## src/rtl/spm_pkg.sv

```systemverilog
// Shared definitions for the SPM sharing controller: FSM state encoding,
// default operand width and the nominal latency of the SPM core.
// Purpose: common types/constants. Latency: n/a. Backpressure: n/a.
package spm_pkg;

   typedef enum logic [1:0] {
      ST_IDLE   = 2'd0,
      ST_LAUNCH = 2'd1,
      ST_WAIT   = 2'd2,
      ST_RESP   = 2'd3
   } state_t;

   localparam int W_DEF   = 32;
   // Cycles from start to done of the serial-parallel multiplier core.
   localparam int SPM_LAT = 66;

endpackage

```

## src/rtl/spm_share_ctrl_if.sv

```systemverilog
// Bundle of requester, response and SPM-side signals of spm_share_ctrl.
// Purpose: port grouping. Latency: n/a. Backpressure: req and rsp valid/ready.
// Ports: req_* (per-requester operands/handshake), rsp_* (tagged result),
//        mul_* (SPM core control/data), busy.
// slave = the controller, master = the surrounding environment.
interface spm_share_ctrl_if
   import spm_pkg::*;
#(
   parameter int NREQ = 4,
   parameter int W    = W_DEF
);
   localparam int IDW = $clog2(NREQ);

   logic [NREQ-1:0]   req_valid;
   logic [NREQ-1:0]   req_ready;
   logic [NREQ*W-1:0] req_mp;
   logic [NREQ*W-1:0] req_mc;
   logic              rsp_valid;
   logic              rsp_ready;
   logic [IDW-1:0]    rsp_id;
   logic [2*W-1:0]    rsp_p;
   logic              rsp_err;
   logic              mul_start;
   logic [W-1:0]      mul_mp;
   logic [W-1:0]      mul_mc;
   logic              mul_done;
   logic [2*W-1:0]    mul_p;
   logic              busy;

   modport slave (
      input  req_valid, req_mp, req_mc, rsp_ready, mul_done, mul_p,
      output req_ready, rsp_valid, rsp_id, rsp_p, rsp_err,
             mul_start, mul_mp, mul_mc, busy
   );

   modport master (
      output req_valid, req_mp, req_mc, rsp_ready, mul_done, mul_p,
      input  req_ready, rsp_valid, rsp_id, rsp_p, rsp_err,
             mul_start, mul_mp, mul_mc, busy
   );

endinterface

```

## src/rtl/rr_arbiter.sv

```systemverilog
// Round-robin pick: first set request bit at or above ptr, wrapping.
// Latency: purely combinational. Backpressure: none (caller qualifies grant).
// Ports: req (pending vector), ptr (search start) -> gnt (one-hot), idx, any.
module rr_arbiter #(
   parameter int NREQ = 4
) (
   input  logic [NREQ-1:0]         req,
   input  logic [$clog2(NREQ)-1:0] ptr,
   output logic [NREQ-1:0]         gnt,
   output logic [$clog2(NREQ)-1:0] idx,
   output logic                    any
);

   // (p + k) mod NREQ for p < NREQ and k < NREQ, without a divider.
   function automatic logic [$clog2(NREQ)-1:0] cand(input logic [$clog2(NREQ)-1:0] p,
                                                    input int k);
      int s;
      s = int'(p) + k;
      if (s >= NREQ) s = s - NREQ;
      return s[$clog2(NREQ)-1:0];
   endfunction

   always_comb begin
      gnt = '0;
      idx = '0;
      any = 1'b0;
      for (int k = 0; k < NREQ; k++) begin
         if (!any && req[cand(ptr, k)]) begin
            any = 1'b1;
            idx = cand(ptr, k);
         end
      end
      if (any) gnt[idx] = 1'b1;
   end

endmodule

```

## src/rtl/spm_share_ctrl.sv

```systemverilog
// Shares one signed SPM core among NREQ requesters: round-robin grant, one-cycle
// start, done wait with watchdog, tagged 2W-bit result.
// Latency: grant T, mul_start T+1, rsp_valid T+3+k (k = WAIT entry to armed done).
// Backpressure: rsp held in RESP until rsp_ready; no grant outside IDLE.
// Ports: clk, rst (async, active-high), bus (spm_share_ctrl_if.slave).
module spm_share_ctrl
   import spm_pkg::*;
#(
   parameter int NREQ    = 4,
   parameter int W       = W_DEF,
   // Margin over the nominal SPM latency before declaring the core hung.
   parameter int TIMEOUT = SPM_LAT + 14
) (
   input  logic            clk,
   input  logic            rst,
   spm_share_ctrl_if.slave bus
);

   localparam int IDW = $clog2(NREQ);
   localparam int CW  = $clog2(TIMEOUT);

   state_t         state_q,     state_d;
   logic [W-1:0]   mul_mp_q,    mul_mp_d;
   logic [W-1:0]   mul_mc_q,    mul_mc_d;
   logic [IDW-1:0] rsp_id_q,    rsp_id_d;
   logic [IDW-1:0] rr_ptr_q,    rr_ptr_d;
   logic [2*W-1:0] rsp_p_q,     rsp_p_d;
   logic           rsp_err_q,   rsp_err_d;
   logic           rsp_valid_q, rsp_valid_d;
   logic           mul_start_q, mul_start_d;
   logic           busy_q,      busy_d;
   logic           armed_q,     armed_d;
   logic [CW-1:0]  wd_cnt_q,    wd_cnt_d;

   logic [NREQ-1:0] arb_gnt;
   logic [IDW-1:0]  arb_idx;
   logic            arb_any;

   rr_arbiter #(.NREQ(NREQ)) u_arb (
      .req (bus.req_valid),
      .ptr (rr_ptr_q),
      .gnt (arb_gnt),
      .idx (arb_idx),
      .any (arb_any)
   );

   // Acceptance is only offered while idle; the pulse lasts the grant cycle.
   assign bus.req_ready = (state_q == ST_IDLE) ? arb_gnt : '0;
   assign bus.rsp_valid = rsp_valid_q;
   assign bus.rsp_id    = rsp_id_q;
   assign bus.rsp_p     = rsp_p_q;
   assign bus.rsp_err   = rsp_err_q;
   assign bus.mul_start = mul_start_q;
   assign bus.mul_mp    = mul_mp_q;
   assign bus.mul_mc    = mul_mc_q;
   assign bus.busy      = busy_q;

   always_comb begin
      state_d     = state_q;
      mul_mp_d    = mul_mp_q;
      mul_mc_d    = mul_mc_q;
      rsp_id_d    = rsp_id_q;
      rr_ptr_d    = rr_ptr_q;
      rsp_p_d     = rsp_p_q;
      rsp_err_d   = rsp_err_q;
      armed_d     = armed_q;
      wd_cnt_d    = wd_cnt_q;
      mul_start_d = 1'b0;

      case (state_q)
         ST_IDLE: begin
            if (arb_any) begin
               mul_mp_d    = bus.req_mp[int'(arb_idx)*W +: W];
               mul_mc_d    = bus.req_mc[int'(arb_idx)*W +: W];
               rsp_id_d    = arb_idx;
               mul_start_d = 1'b1;
               state_d     = ST_LAUNCH;
            end
         end
         ST_LAUNCH: begin
            wd_cnt_d = '0;
            armed_d  = 1'b0;
            state_d  = ST_WAIT;
         end
         ST_WAIT: begin
            wd_cnt_d = wd_cnt_q + 1'b1;
            // done may still be high from the previous product; only a done
            // that follows an observed low level belongs to this operation.
            armed_d  = armed_q | ~bus.mul_done;
            if (armed_q && bus.mul_done) begin
               rsp_p_d   = bus.mul_p;
               rsp_err_d = 1'b0;
               state_d   = ST_RESP;
            end else if (wd_cnt_q == CW'(TIMEOUT - 1)) begin
               rsp_p_d   = '0;
               rsp_err_d = 1'b1;
               state_d   = ST_RESP;
            end
         end
         ST_RESP: begin
            if (bus.rsp_ready) begin
               rr_ptr_d = (rsp_id_q == IDW'(NREQ - 1)) ? '0 : rsp_id_q + 1'b1;
               state_d  = ST_IDLE;
            end
         end
         default: state_d = ST_IDLE;
      endcase

      // Registered status outputs follow the state being entered.
      rsp_valid_d = (state_d == ST_RESP);
      busy_d      = (state_d != ST_IDLE);
   end

   always_ff @(posedge clk or posedge rst) begin
      if (rst) begin
         state_q     <= ST_IDLE;
         mul_mp_q    <= '0;
         mul_mc_q    <= '0;
         rsp_id_q    <= '0;
         rr_ptr_q    <= '0;
         rsp_p_q     <= '0;
         rsp_err_q   <= 1'b0;
         rsp_valid_q <= 1'b0;
         mul_start_q <= 1'b0;
         busy_q      <= 1'b0;
         armed_q     <= 1'b0;
         wd_cnt_q    <= '0;
      end else begin
         state_q     <= state_d;
         mul_mp_q    <= mul_mp_d;
         mul_mc_q    <= mul_mc_d;
         rsp_id_q    <= rsp_id_d;
         rr_ptr_q    <= rr_ptr_d;
         rsp_p_q     <= rsp_p_d;
         rsp_err_q   <= rsp_err_d;
         rsp_valid_q <= rsp_valid_d;
         mul_start_q <= mul_start_d;
         busy_q      <= busy_d;
         armed_q     <= armed_d;
         wd_cnt_q    <= wd_cnt_d;
      end
   end

endmodule

```

## src/flat_wrapper.sv

```systemverilog
// flat-port wrapper written by rule: the top's interface ports become plain ports
module spm_share_ctrl_flat import spm_pkg::*;
#(
   parameter int NREQ    = 4,
   parameter int W       = W_DEF,
                                                                         
   parameter int TIMEOUT = SPM_LAT + 14
)
  (clk, rst, bus_req_valid, bus_req_mp, bus_req_mc, bus_rsp_ready, bus_mul_done, bus_mul_p, bus_req_ready, bus_rsp_valid, bus_rsp_id, bus_rsp_p, bus_rsp_err, bus_mul_start, bus_mul_mp, bus_mul_mc, bus_busy);
  spm_share_ctrl_if #(.NREQ(NREQ), .W(W)) bus_i ();
  input  logic clk;
  input  logic rst;
  input wire logic [$bits(bus_i.req_valid)-1:0] bus_req_valid;
  input wire logic [$bits(bus_i.req_mp)-1:0] bus_req_mp;
  input wire logic [$bits(bus_i.req_mc)-1:0] bus_req_mc;
  input wire logic [$bits(bus_i.rsp_ready)-1:0] bus_rsp_ready;
  input wire logic [$bits(bus_i.mul_done)-1:0] bus_mul_done;
  input wire logic [$bits(bus_i.mul_p)-1:0] bus_mul_p;
  output wire logic [$bits(bus_i.req_ready)-1:0] bus_req_ready;
  output wire logic [$bits(bus_i.rsp_valid)-1:0] bus_rsp_valid;
  output wire logic [$bits(bus_i.rsp_id)-1:0] bus_rsp_id;
  output wire logic [$bits(bus_i.rsp_p)-1:0] bus_rsp_p;
  output wire logic [$bits(bus_i.rsp_err)-1:0] bus_rsp_err;
  output wire logic [$bits(bus_i.mul_start)-1:0] bus_mul_start;
  output wire logic [$bits(bus_i.mul_mp)-1:0] bus_mul_mp;
  output wire logic [$bits(bus_i.mul_mc)-1:0] bus_mul_mc;
  output wire logic [$bits(bus_i.busy)-1:0] bus_busy;
  assign bus_i.req_valid = bus_req_valid;
  assign bus_i.req_mp = bus_req_mp;
  assign bus_i.req_mc = bus_req_mc;
  assign bus_i.rsp_ready = bus_rsp_ready;
  assign bus_i.mul_done = bus_mul_done;
  assign bus_i.mul_p = bus_mul_p;
  assign bus_req_ready = bus_i.req_ready;
  assign bus_rsp_valid = bus_i.rsp_valid;
  assign bus_rsp_id = bus_i.rsp_id;
  assign bus_rsp_p = bus_i.rsp_p;
  assign bus_rsp_err = bus_i.rsp_err;
  assign bus_mul_start = bus_i.mul_start;
  assign bus_mul_mp = bus_i.mul_mp;
  assign bus_mul_mc = bus_i.mul_mc;
  assign bus_busy = bus_i.busy;
  spm_share_ctrl #(.NREQ(NREQ), .W(W), .TIMEOUT(TIMEOUT)) u_core (.clk(clk), .rst(rst), .bus(bus_i));
endmodule
```

## config.mk

```make
export PLATFORM = sky130hd
export DESIGN_NAME = spm_share_ctrl_flat
export DESIGN_NICKNAME = d
export VERILOG_FILES = /design/src/rtl/spm_pkg.sv /design/src/rtl/spm_share_ctrl_if.sv /design/src/rtl/rr_arbiter.sv /design/src/rtl/spm_share_ctrl.sv /design/src/flat_wrapper.sv
export SDC_FILE = /design/constraint.sdc
export NUM_CORES = 1
export LEC_CHECK = 0
export ABC_CLOCK_PERIOD_IN_PS = 5200
export CORE_AREA = 2 2 180 182
export DETAILED_ROUTE_END_ITERATION = 8
export DIE_AREA = 0 0 182 184
export HOLD_SLACK_MARGIN = 0.03
export PLACE_DENSITY_LB_ADDON = 0.05
export SETUP_SLACK_MARGIN = 0.05
export SYNTH_ARGS = -nofsm -noshare
export SYNTH_HDL_FRONTEND = slang
export SYNTH_SLANG_ARGS = --single-unit
```

## constraint.sdc

```tcl
create_clock -name clk -period 5.2 [get_ports clk]
set_input_delay 0.78 -clock clk [delete_from_list [all_inputs] [get_ports clk]]
set_output_delay 0.78 -clock clk [all_outputs]
set_load 0.02 [all_outputs]
```

==> results.md <==
* Post-layout min period at 3.84 ns
* CTS sink cnt at about 150
* Largest family of logic cells by synthesized area: compound AO/OA/AOI/OAI gates
* Layout cell share with drive strength beyond 1 at 0.0697
* Skew-Pair Late Insertion Delay at 0.43 ns
* Synth Area in Compound Gates at 0.278
* Slew @ Worst Pin at roughly 0.97 ns
* R2R Path Start: u_core.state_q[0]
* CTS Buffer Depth at 2
* Slew HR at 0.355
* 1st-iter DRT viols at 401
* Largest net degree at the start of global routing at 98
* CTS tree: done
* Final Core Density at 0.427
* Most common cell after layout, fill and taps aside: clkdlybuf4s50_1
* Final Skew at between 0.01 and 0.015 ns
* Critical Path Start Type: input port
* Hold_buf cts at 0
* Status: finished, final reports clean
* CTS buffer count at 17
* Total gr overflow at 0
* Max Fclk at 261 MHz
* Post-CTS Resized at 0
* Depth of the worst hold-timing path at 2
* Wirelength per Cell at 19.7 um
* R2r endpoint: u_core.bus.mul_mp[30]
* Seq/Total Area, Yosys at 0.467
* Adder-cell share of the synthesized area at 0.00959
* Rows at 65
* Antenna viol nets, final at 0
* RSZ-0062 raised after global routing: no
* DIE HEIGHT at 184 um
* Ys flop type: dfrtp_1
* CP max FO at 52
* Setup Buffers After CTS at 0
* Final WL at around 32 mm
* Global-route wire length before repair at 47.1 mm
* Root buffer cell: clkbuf_16
* Starting Density at 0.249
* Asr flop ratio synth at 1.00
* Pwr Total at 7490 uW
* RD Place Congestion at ~0.75
* Top-level I/O count at 466
* DR vias/cell at 4.72
* Syn avg cell area at 9.92 um2
* CTS HTree Levels at 4
* LEAKAGE at ~0.0058 uW
* Worst R2R Path Depth at 8
* Commonest cells after routing, fill and taps aside: clkdlybuf4s50_1, dfrtp_1, inv_1
* DP Wirelength at around 24 mm
* Setup slack, reg-to-reg at approximately 2.1 ns
* Gr usage total at 0.186
* Arrival @ worst endpoint at around 3.1 ns
* Drt first pass iters at 4
* Simple-Gate Fraction of Synth Area at 0.0606
* Fin crit share at 0.738
* DR DRC count at 0
* Area growth from synthesis to layout at 71.4%
* Final Hold Vio Count at 0
* Slew Viols, Final at 0
* Total negative slack at 0 ns
* XOR/XNOR Fraction of Synth Area at 0.00224
* Final #Nets at 1,554
* Mapped Cells at 789
* Vias in the first global route at roughly 7,700
* Hold WC Path Type: reg -> reg
* WS Path Type: in -> out
* Antenna violations before repair at 3
* CP Data Required Time at 4.42 ns
* Clk pin slew, worst setup/hold paths at 0.06 ns
* Hold_sp: u_core.armed_q
* Post-synthesis mux area share at 0.0858
* Syn. warnings at 0
* Crit. End Element: output pin
* Synthesized area at 7830 um2
* EDFF count, synth at 0
* Syn Nets at 1,123
* WHS Endpoint: u_core.armed_q
* Cell Pwr Density at about 560 nW/um2
* Count of final setup violators at 0
* Die W at 182 um
* Max_cap viols at 0
* Netlist cell types at 43
* Max VDD drop at around 240 uV
* Via count at 7,733
* Port buffer count at approximately 470
* DIE AREA at around 33,000 um2
* Core box area at 31,400 um2
* Yosys reg bits at 146
## registers in the layout (all words and copies together), names as in the netlist
name,cells
u_core.armed_q,1
u_core.bus.busy,1
u_core.bus.mul_mc,32
u_core.bus.mul_mp,32
u_core.bus.mul_start,1
u_core.bus.rsp_err,1
u_core.bus.rsp_id,2
u_core.bus.rsp_p,64
u_core.bus.rsp_valid,1
u_core.rr_ptr_q,2
u_core.state_q,2
u_core.wd_cnt_q,7
## Yosys cell counts, types with 6 or more instances
library cell  instances  area, um2
dfrtp_1             146       3650
inv_1               103        387
nor2_1               75        282
mux2i_1              66        661
a22o_1               64        561
o22ai_1              64        400
o21ai_0              50        250
o221a_2              29        327
clkbuf_1             28        105
buf_2                26        130
o21ai_1              22        110
o221a_1              20        225
a221oi_1             16        140
nand2_1              15       56.3
buf_6                10        113
a21oi_1               7       35.0
ha_1                  6       75.1
## cell families (layout without fill, tap and decap cells)
kind of cell / count (synthesis) / count (layout)
flops: 146 / 146
fa+ha+maj: 6 / 6
other cells: 0 / 2
simple gates: 111 / 111
compound gates: 285 / 285
xor+xnor: 2 / 2
mux: 67 / 67
buf+inv: 172 / 616
## metal layers
layer | vias up | GRT usage | routed length [um]
met5 | - | 0 | 13
met4 | 2 | 0.0516 | 375
met3 | 24 | 0.0600 | 2630
met2 | 317 | 0.319 | 15900
met1 | 3644 | 0.225 | 13300
li1 | 3746 | - | -
## how the worst max path moves through the flow
| stage | start | to | slack, ns |
|---|---|---|---|
| after global routing | bus_req_valid[2] | bus_req_ready[3] | 1.22 |
| after floorplan | rst | u_core.armed_q | 0.50 |
| after global placement | bus_req_valid[2] | u_core.bus.mul_mp[27] | 1.27 |
| final | bus_req_valid[2] | bus_req_ready[1] | 1.36 |
| after detailed placement | bus_req_valid[2] | u_core.bus.mul_mp[30] | 1.26 |
| after CTS | bus_req_valid[2] | bus_req_ready[1] | 1.36 |
## power by group
part	total, uW	leakage, uW	internal [uW]	switching, uW
clock	1360	0.000297	834	529
sequential	2030	0.00174	1680	354
combinational	4090	0.00373	1970	2120
total	7490	0.00577	4480	3010
## area by class of cell
cell class              instances  area [um2]
fillers                      3061       18000
repair buffers                478        4760
flip-flops and latches        146        3650
multi-input cells             471        3450
well taps                     402         503
clock buffers                  21         460
inverters                     106         405
clock inverters                11         176
diodes                          2        5.00
## through the flow
stage | std cells | setup WS [ns] | hold slack (ns) | instance area (um2)
after floorplan | 789 | 0.497 | 0.454 | 7830
after global placement | 1603 | 1.27 | 0.468 | 12800
after detailed placement | 1603 | 1.26 | 0.476 | 12800
after CTS | 1635 | 1.36 | 0.492 | 13400
after global routing | 1637 | 1.22 | 0.516 | 13400
final | 1637 | 1.36 | 0.487 | 13400
## worst max-delay path: stages
cell	delay, ns
clkdlybuf4s50_1	0.65
or3_4	0.21
o21ai_4	0.06
inv_4	0.37
nand2_1	0.21
nor2_1	0.14
clkdlybuf4s50_1	0.61
(Power assumes the default switching activity.)
